===== config.mk =====
export PLATFORM = sky130hd
export DESIGN_NAME = sbn_dmem_arb
export DESIGN_NICKNAME = d
export VERILOG_FILES = /design/src/rtl/sbn_pkg.sv /design/src/rtl/sbn_rr2.sv /design/src/rtl/sbn_dmem_arb.sv
export SDC_FILE = /design/constraint.sdc
export NUM_CORES = 1
export LEC_CHECK = 0
export ABC_AREA = 1
export CORE_AREA = 5 5 97 99
export CTS_CLUSTER_DIAMETER = 200
export CTS_CLUSTER_SIZE = 28
export DETAILED_ROUTE_END_ITERATION = 12
export DIE_AREA = 0 0 102 104
export PLACE_DENSITY_LB_ADDON = 0.15
export SKIP_LAST_GASP = 1
export SYNTH_ARGS = -nofsm -noshare
export SYNTH_HDL_FRONTEND = slang
export SYNTH_SLANG_ARGS = --single-unit

===== constraint.sdc =====
create_clock -name clk -period 1.3 [get_ports clk]
set_input_delay 0.13 -clock clk [delete_from_list [all_inputs] [get_ports clk]]
set_output_delay 0.13 -clock clk [all_outputs]
set_load 0.02 [all_outputs]

===== src/rtl/sbn_pkg.sv =====
// Shared SBN definitions: default widths and the requester-ID encoding
// used by the data-memory arbiter's owner tag and round-robin state.
package sbn_pkg;

    localparam int FWIDTH = 8;
    localparam int DWIDTH = 32;

    typedef enum logic {
        REQ_CORE = 1'b0,
        REQ_HOST = 1'b1
    } req_id_t;

endpackage


===== src/rtl/sbn_rr2.sv =====
// Two-way round-robin pick with its "last granted" register; reusable by
// any two-requester SBN arbiter.
module sbn_rr2
    import sbn_pkg::*;
(
    input  logic clk,
    input  logic rst_n,
    input  logic i_req_core,
    input  logic i_req_host,
    output logic o_gnt_core,
    output logic o_gnt_host
);

    req_id_t r_last;
    logic    w_gnt_core;
    logic    w_gnt_host;

    // On a conflict the side that did not win last time goes first.
    assign w_gnt_core = i_req_core & (~i_req_host | (r_last == REQ_HOST));
    assign w_gnt_host = i_req_host & ~w_gnt_core;

    always_ff @(posedge clk or negedge rst_n) begin
        if (!rst_n) begin
            r_last <= REQ_HOST;
        end else if (w_gnt_core) begin
            r_last <= REQ_CORE;
        end else if (w_gnt_host) begin
            r_last <= REQ_HOST;
        end
    end

    assign o_gnt_core = w_gnt_core;
    assign o_gnt_host = w_gnt_host;

endmodule


===== src/rtl/sbn_dmem_arb.sv =====
// Core/host arbiter for the single-port SBN data memory: one access per
// cycle, read-data routing by owner tag, core freeze handshake, contention count.
module sbn_dmem_arb
    import sbn_pkg::*;
#(
    parameter int FWIDTH = sbn_pkg::FWIDTH,
    parameter int DWIDTH = sbn_pkg::DWIDTH,
    parameter int CWIDTH = 16
) (
    input  logic              clk,
    input  logic              rst_n,

    input  logic              core_req,
    input  logic              core_we,
    input  logic [FWIDTH-1:0] core_addr,
    input  logic [DWIDTH-1:0] core_wdata,
    output logic              core_gnt,
    output logic              core_rvalid,
    output logic [DWIDTH-1:0] core_rdata,

    input  logic              host_req,
    input  logic              host_we,
    input  logic [FWIDTH-1:0] host_addr,
    input  logic [DWIDTH-1:0] host_wdata,
    output logic              host_gnt,
    output logic              host_rvalid,
    output logic [DWIDTH-1:0] host_rdata,

    input  logic              freeze,
    output logic              freeze_ack,

    output logic              mem_en,
    output logic              mem_we,
    output logic [FWIDTH-1:0] mem_addr,
    output logic [DWIDTH-1:0] mem_wdata,
    input  logic [DWIDTH-1:0] mem_rdata,

    output logic [CWIDTH-1:0] contention
);

    logic              w_core_elig;
    logic              w_host_elig;
    logic              w_core_gnt;
    logic              w_host_gnt;

    logic              r_rd_pend;
    req_id_t           r_rd_owner;
    logic              r_freeze_ack;
    logic [CWIDTH-1:0] r_contention;

    assign w_core_elig = core_req & ~freeze;
    assign w_host_elig = host_req;

    // Requests are masked by rst_n so nothing is granted while reset is held.
    sbn_rr2 u_rr (
        .clk        (clk),
        .rst_n      (rst_n),
        .i_req_core (w_core_elig & rst_n),
        .i_req_host (w_host_elig & rst_n),
        .o_gnt_core (w_core_gnt),
        .o_gnt_host (w_host_gnt)
    );

    always_comb begin
        mem_en    = 1'b0;
        mem_we    = 1'b0;
        mem_addr  = '0;
        mem_wdata = '0;
        if (w_core_gnt) begin
            mem_en    = 1'b1;
            mem_we    = core_we;
            mem_addr  = core_addr;
            mem_wdata = core_wdata;
        end else if (w_host_gnt) begin
            mem_en    = 1'b1;
            mem_we    = host_we;
            mem_addr  = host_addr;
            mem_wdata = host_wdata;
        end
    end

    always_ff @(posedge clk or negedge rst_n) begin
        if (!rst_n) begin
            r_rd_pend    <= 1'b0;
            r_rd_owner   <= REQ_CORE;
            r_freeze_ack <= 1'b0;
            r_contention <= '0;
        end else begin
            r_rd_pend    <= mem_en & ~mem_we;
            r_rd_owner   <= w_host_gnt ? REQ_HOST : REQ_CORE;
            r_freeze_ack <= freeze;
            if (w_core_elig && w_host_elig && (r_contention != {CWIDTH{1'b1}})) begin
                r_contention <= r_contention + 1'b1;
            end
        end
    end

    assign core_gnt    = w_core_gnt;
    assign host_gnt    = w_host_gnt;
    assign core_rvalid = r_rd_pend & (r_rd_owner == REQ_CORE);
    assign host_rvalid = r_rd_pend & (r_rd_owner == REQ_HOST);
    assign core_rdata  = core_rvalid ? mem_rdata : '0;
    assign host_rdata  = host_rvalid ? mem_rdata : '0;
    assign freeze_ack  = r_freeze_ack;
    assign contention  = r_contention;

endmodule


# After elaboration in Yosys (flattened, before gate mapping)
# Index checks and enable logic that the tools add are counted.
[totals] ff_bits=20 out_inout_bits=127 word_cells=36
[op_classes] n_addsub=1 n_eq_ne=1 mux=12 n_bitwise=14 n_reduce_logical=3
[op_table] cell="$mux W32" count=4
[op_table] cell="$add A16 B1 Y16 const B" count=1
[op_table] cell="$mux W8" count=2
[op_table] cell="$ne A16 B16 Y1 const B" count=1
[op_table] cell="$and A1 B1 Y1" count=8
[op_table] cell="$mux W1" count=6
[op_table] cell="$not A1 Y1" count=5
[op_table] cell="$logic_and A1 B1 Y1" count=2
[op_table] cell="$reduce_bool A2 Y1" count=1
[op_table] cell="$or A1 B1 Y1" count=1

# Depth between registers and ports, before layout
# Gate-level depths: netlist (run 1).
[depth] word_depth=10 depth_mapped=9

# Hierarchy
# Synthesis (run 1) repeated with hierarchy kept, for this count alone.
[hier_totals] hier_cells=396 hier_area_um2=2083.2
[modules_own_cells] module="sbn_dmem_arb" n_inst=1 cells_per_inst=390 area_per_inst_um2=2029.4 seq_area_each_um2=475.5
[modules_own_cells] module="sbn_rr2" n_inst=1 cells_per_inst=6 area_per_inst_um2=53.8 seq_area_each_um2=26.3

# Least setup slack after synthesis (run 1)
# Ideal clock, no wire load.
[synth_timing] path_type="reg2reg" start="register r_contention[0] (netlist: contention[0])" end="register r_contention[15] (netlist: contention[15])" t_arrival_ns=1.468 path_slack_ns=-0.233 stages_incl_launch_ff=9 n_path_buf=0 synth_period_minus_slack_ns=1.533 cell_sequence="dfrtp_1 > ha_1 > nand3_2 > inv_2 > nand3_1 > nor2_1 > nor2_1 > nand2_1 > nand2_1"
[synth_via] elab_chain_cells=2 elab_cells_between_ends=3
[synth_lines] element="from (decl)" line_no="sbn_dmem_arb.sv:49" rtl="logic [CWIDTH-1:0] r_contention;"
[synth_lines] element="from (signal assigned)" line_no="sbn_dmem_arb.sv:93" rtl="r_contention <= r_contention + 1'b1;"
[synth_lines] element="parallel branches: the longest is 2 deep, another holds $add A16 B1 Y16"
# Parallel ways; which one is timed is not known.
# A chain may end at the register's enable or synchronous reset.

# Final worst setup path (run 1)
[layout_timing] start="register u_rr.r_last" end="output port mem_wdata[8]"
[layout_via] elab_chain_cells=6
[layout_lines] element="from (decl)" line_no="sbn_rr2.sv:14" rtl="req_id_t r_last;"
[layout_lines] element="from (signal assigned)" line_no="sbn_rr2.sv:24" rtl="r_last <= REQ_HOST;"
[layout_lines] element="from (signal assigned)" line_no="sbn_rr2.sv:26" rtl="r_last <= REQ_CORE;"
[layout_lines] element="from (signal assigned)" line_no="sbn_rr2.sv:28" rtl="r_last <= REQ_HOST;"
[layout_lines] element="$or A1 B1 Y1 (*)" line_no="sbn_rr2.sv:19" rtl="assign w_gnt_core = i_req_core & (~i_req_host | (r_last == REQ_HOST));"
[layout_lines] element="$and A1 B1 Y1 (*)" line_no="sbn_rr2.sv:19"
[layout_lines] element="$not A1 Y1" line_no="sbn_rr2.sv:20" rtl="assign w_gnt_host = i_req_host & ~w_gnt_core;"
[layout_lines] element="$and A1 B1 Y1" line_no="sbn_rr2.sv:20"
[layout_lines] element="$mux W32" line_no="sbn_dmem_arb.sv:74" rtl="end else if (w_host_gnt) begin"
[layout_lines] element="$mux W32 (*)" line_no="sbn_dmem_arb.sv:69" rtl="if (w_core_gnt) begin"
[layout_lines] element="to (decl)" line_no="sbn_dmem_arb.sv:35" rtl="output logic [DWIDTH-1:0] mem_wdata,"
# Mark *: on every way between the ends. The rest lies on a longest branch, timed or not.

==> run metrics, run 1 <==
Layout fillers=between 400 and 500; top cells by area, synth=dfrtp_1, a22o_1, nor2_1, nand2_1, inv_1; EDFF count, synth=0; DR iter-0 viols=95; Detail Route Antenna Nets=0; drt pass-1 iters=4; worst vdd ir=0.000428 V; Synth top area share=between 20% and 30%; Clock Pin Slew Worst Setup and Hold Paths=80 ps; die area=10600 µm²; crit share post-route=141%; fin nets=762; Placer Congestion=0.776; global-route layer with the greatest usage=met2; combinational share of power=61.6%; Buf/Inv on CP=4; Yosys top cell by area=dfrtp_1; wire per inst=19.1 µm; post-synthesis sequential area ratio=25.5%; Arrival @ worst endpoint=1700 ps; failing checks=setup timing; CP Launch Point=u_rr.r_last; CP max FO=12; Final Critical Period=between 1500 and 2000 ps; final setup vio count=approximately 130; GRT Overall Usage=22.5%; Max-slew headroom=around 81%; share of cells above drive strength 1=between 50 and 60%; overall power=3.73 mW; DP Area=between 5000 and 6000 µm²; FF+latch count, synth=20; DR DRC count=0; Syn Nets=approximately 440; CTS buffer count=3; crit end category=output pin; RSZ-0062 raised after global routing=yes; Clock Skews=1.37 ps; Req. time, crit path=1170 ps; Distinct cells, synth=25; via count=3602; slowest stage delay, CP=530 ps; status=finished, violations left; Synth Cell Area=1970 µm²; Slew Viols, Final=0; GR Util met1=a little over a fifth; largest net degree at the start of global routing=21; Vias/cell=between 4 and 5; final wirelength=14.3 mm; # H-tree levels=1; asr flop ratio synth=100%; antenna violations before repair=0; P_leak=3.21 nW; Mean Syn Cell Area=around 6.2 µm²; NetSw=~1.4 mW; Net Sw Frac=37.2%; sequential group share of total power=about a fifth; Max Cap Viol=0; worst min path class=in -> reg; largest delay contributor family on the critical path=flip-flops; IO buf count=245; Initial Util=23.2%; worst skew pair latency=roughly 270 ps; Internal=2.34 mW; leading cell types by count after synthesis=nor2_1, nand2_1, inv_1, a22o_1, dfrtp_1; HPWL after DPL=9.33 mm; Layout Cells excl Fill=around 750; final hold vios=0; GRT Residual Overflow=0; placed cell count=710; vias in the first global route=3685; CTS Buffer Depth=2; CTS tree=built; CP max-delay cell=dfstp_2; Post-Syn Instances=319; Die X-Extent=102 µm; Die Height=104 µm; crit path launch type=flop; row cnt=34; CTS Hold Buffers Added=0; crit-path cells=inv_2 -> nand2_2 -> nand3_4 -> nand2_4 -> inv_8 -> buf_12 -> a22o_4 -> buf_4; Synth Warn #=0; Design Area, Final=a little under 7000 µm²; RR Startpoint=u_rr.r_last; global-route wire length before repair=19.1 mm; M3 GR Usage=under 10%; Root Buffer=clkbuf_8; hold slack=153 ps; I/O pins=246; Syn-to-layout area delta=247%; clock power share=17.4%; CORE AREA=~8500 µm²; worst min-delay path startpoint=freeze; final setup margin=-531 ps; Worst Max-Slew Pin Slew=292 ps; count leader, synth=nor2_1; Inserted Diodes=0; Crit Path Class=reg -> out; most common flop cell mapped by yosys=dfrtp_1; GRT met2 Usage=43.2%; PD cells=~550 nW/µm²; Fmax=around 0.55 GHz; clock tree sinks=20
[routing by layer]
layer  up-vias  part of all wire (%)  wire [µm]
met1      1679                    31       4470
met2       211                    56       7960
met4         0                   4.4        630
met3        46                   8.7       1250
met5         -                     0          0
li1       1666                     -          -
[registers in the layout, indices dropped and copies added, names as in the netlist]
signal       flops
r_rd_pend        1
u_rr.r_last      1
contention      16
r_rd_owner       1
freeze_ack       1
[cell type report]
type	instances	area [µm²]	area share [%]
flip-flops and latches	20	508	7.43
inverters	51	224	3.28
repair buffers	332	3600	52.6
well taps	108	135	1.98
clock inverters	1	30.0	0.439
clock buffers	3	41.3	0.604
multi-input cells	234	2300	33.6
[kinds of logic after synthesis]
kind of cell | Yosys count | share of synthesized area, %
xor+xnor | 6 | 2.67
fa+ha+maj | 1 | 0.636
buf+inv | 66 | 13.5
simple gates | 178 | 37.9
flops | 20 | 25.5
compound gates | 48 | 19.8
[power groups by stage]
| stage | registers, mW | logic [mW] | clock network, mW |
|---|---|---|---|
| 3_3_place_gp | 0.785 | 1.73 | 0 |
| 5_1_grt | 0.795 | 2.41 | 0.694 |
| 2_1_floorplan | 0.850 | 0.660 | 0 |
| 4_1_cts | 0.778 | 1.97 | 0.665 |
| 6_report | 0.784 | 2.30 | 0.651 |
| 3_5_place_dp | 0.787 | 1.76 | 0 |
[final timing paths]
path	to	slack, ps	depth (start not counted)
setup reg to reg	r_rd_pend	-340	11
max in group asynchronous	u_rr.r_last	630	2
min in group asynchronous	contention[4]	390	2
hold / removal	freeze_ack	150	2
setup / recovery	mem_wdata[8]	-530	8
hold reg to reg	u_rr.r_last	490	2
[cells in the final DEF, fill, tap and decap left out, types with 4 or more instances in the layout]
cell type        count
a22o_4              39
buf_12              10
buf_16               7
buf_4               65
buf_6              105
buf_8                4
clkbuf_16            5
clkdlybuf4s15_1      8
clkdlybuf4s50_1    117
dfrtp_1             14
dfrtp_2              5
dlygate4sd2_1        9
inv_1               43
nand2_1             41
nand2_2             25
nand2_4              9
nor2_1              13
nor2_4              72
o21ai_1              4
xnor2_1              4
[stage by stage]
stage | util (%) | setup slack (ps) | TNS (ps)
4_1_cts | 69.2 | -542 | -34050
3_5_place_dp | 63.0 | -798 | -51740
3_3_place_gp | 63.0 | -780 | -51150
6_report | 80.7 | -531 | -38170
5_1_grt | 80.7 | -596 | -46020
2_1_floorplan | - | -79.1 | -5680
[worst register-to-register path, stage by stage (launching register included)]
cell,delay (ps)
dfstp_2,530
inv_2,40
nand2_2,80
nand3_4,90
nand2_4,100
inv_8,60
clkbuf_16,170
nand2_1,90
nand2_2,70
buf_4,120
buf_4,120
a21oi_2,90
[timing repair]
| action | 4_1_cts | 5_1_grt |
|---|---|---|
| buffers inserted | 13 | 10 |
| gates resized for setup | 670 | 236 |
| setup endpoints to repair | 139 | 134 |
| pin swaps | 18 | 30 |
| gates cloned | 11 | 5 |
(Power assumes the default switching activity.)
==> run 2, diff against run 1 <==
CORE_AREA = 5 5 102 94   (was 5 5 97 99)
DIE_AREA = 0 0 107 99   (was 0 0 102 104)
==> run 2 against run 1 <==
The flow still finishes with violations (setup timing); die area decreased by 0.14%; utilization increased by 0.63 points; clock skew is 3.9 ps higher; worst hold slack improved by 220 ps; setup slack got worse by 1.9 ps; clock-buffer cell count stayed put; design area barely moved; largest cell class unchanged; combinational power about the same.
==> run metrics, run 2 (synthesis results as in run 1) <==
final wirelength=15.4 mm; Crit Path Class=reg -> out; CTS Buffer Depth=2; Net Sw Frac=between 30 and 40%; Slew Viols, Final=0; CTS tree=built; register area=510 µm²; final setup margin=-532 ps; Die Height=99 µm; fin nets=773; CORE AREA=approximately 8400 µm²; Max Cap Viol=0; crit path launch type=flop; clock tree sinks=20; failing checks=setup timing; Initial Util=a little under a quarter; CP Launch Point=u_rr.r_last; wire per inst=20.3 µm; DP Area=5280 µm²; Final Critical Period=1830 ps; via count=3598; row cnt=32; RSZ-0062 raised after global routing=yes; worst vdd ir=0.000490 V; Die X-Extent=107 µm; Clock Skews=about 5.3 ps; Req. time, crit path=1170 ps; Fmax=0.546 GHz; crit share post-route=141%; P_leak=3.23 nW; sequential group share of total power=around a fifth; GRT Residual Overflow=0; global-route wire length before repair=19.5 mm; CTS Hold Buffers Added=0; CTS buffer count=3; I/O pins=246; crit end category=output pin; most common cell after layout, fill and taps aside=clkdlybuf4s50_1; share of cells above drive strength 1=59.7%; # H-tree levels=1; hold slack=375 ps; Max-slew headroom=81.7%; Layout Cells excl Fill=755; Placer Congestion=0.851; PD cells=543 nW/µm²; final setup vio count=~130; GRT Overall Usage=23.3%; clock power share=between 15 and 20%; drt pass-1 iters=4; worst min path class=in -> async; combinational share of power=about three fifths; antenna violations before repair=1; overall power=roughly 3.7 mW; HPWL after DPL=9.89 mm; Internal=2.34 mW; DR DRC count=0; worst skew pair latency=270 ps; Worst Max-Slew Pin Slew=274 ps; status=finished, violations left; Detail Route Antenna Nets=0; Vias/cell=about 4.8; Clock Pin Slew Worst Setup and Hold Paths=80 ps; RR Startpoint=u_rr.r_last; Arrival @ worst endpoint=1700 ps; max reg flops=16; Design Area, Final=6840 µm²; DR iter-0 viols=145; placed cell count=700; setup TNS=-37850 ps; CP max FO=11; Layout fillers=509; Root Buffer=clkbuf_8; die area=approximately 11000 µm²; final hold vios=0; multi-input logic area=~2200 µm²; NetSw=1.37 mW; IO buf count=about 250; most frequent cells in the layout=clkdlybuf4s50_1, buf_4, buf_6, nor2_4, nand2_1; largest net degree at the start of global routing=22; Syn-to-layout area delta=247%; vias in the first global route=3604
run 2: per-layer routing:
layer	routed length [µm]	vias to the layer above	global-route usage, %
met5	0	-	0
met3	1060	35	5.96
met4	447	0	4.72
met1	5300	1677	24.1
met2	8550	197	46.8
li1	-	1689	-
run 2: worst paths after layout:
path,slack [ps],to,cells past startpoint
max reg2reg,-200,r_rd_pend,10
max,-530,mem_wdata[27],8
min reg2reg,570,contention[12],2
max in group asynchronous,650,u_rr.r_last,2
min,380,contention[6],2
min in group clk,450,freeze_ack,2
run 2: area by class of cell:
cell class | count | share of cell area [%]
Timing Repair Buffer | 342 | 53.6
Clock inverter | 1 | 0.439
Sequential cell | 20 | 7.46
Timing Repair inverter | 1 | 0.128
Multi-Input combinational cell | 234 | 32.6
Antenna cell | 1 | 0.0366
Clock buffer | 3 | 0.604
Inverter | 51 | 3.20
Tap cell | 102 | 1.87
run 2: power groups by stage:
| stage | clock network [mW] | registers [mW] | logic (mW) |
|---|---|---|---|
| after global placement | 0 | 0.787 | 1.75 |
| after CTS | 0.649 | 0.777 | 2.01 |
| after detailed placement | 0 | 0.790 | 1.77 |
| after floorplan | 0 | 0.850 | 0.660 |
| final | 0.642 | 0.789 | 2.28 |
| after global routing | 0.675 | 0.803 | 2.41 |
run 2: timing repair:
action	in CTS	in global routing
gates cloned	14	7
pin swaps	22	31
resized for setup	608	281
buffers inserted	19	15
endpoints found under the setup margin	144	137
run 2: critical path, cell delays in order, from the launching register on:
cell and delay (ps):
dfstp_2 530, inv_2 40, nand2_2 60, nand3_4 90, nand2_4 110, inv_8 80
buf_16 160, a22o_4 210, buf_4 150
run 2: through the flow:
| step | util (%) | setup WS (ps) |
|---|---|---|
| finish | 81.3 | -532 |
| global route | 81.3 | -614 |
| CTS | 70.8 | -542 |
| detailed placement | 62.8 | -880 |
| global placement | 62.8 | -831 |
| floorplan | - | -79.1 |
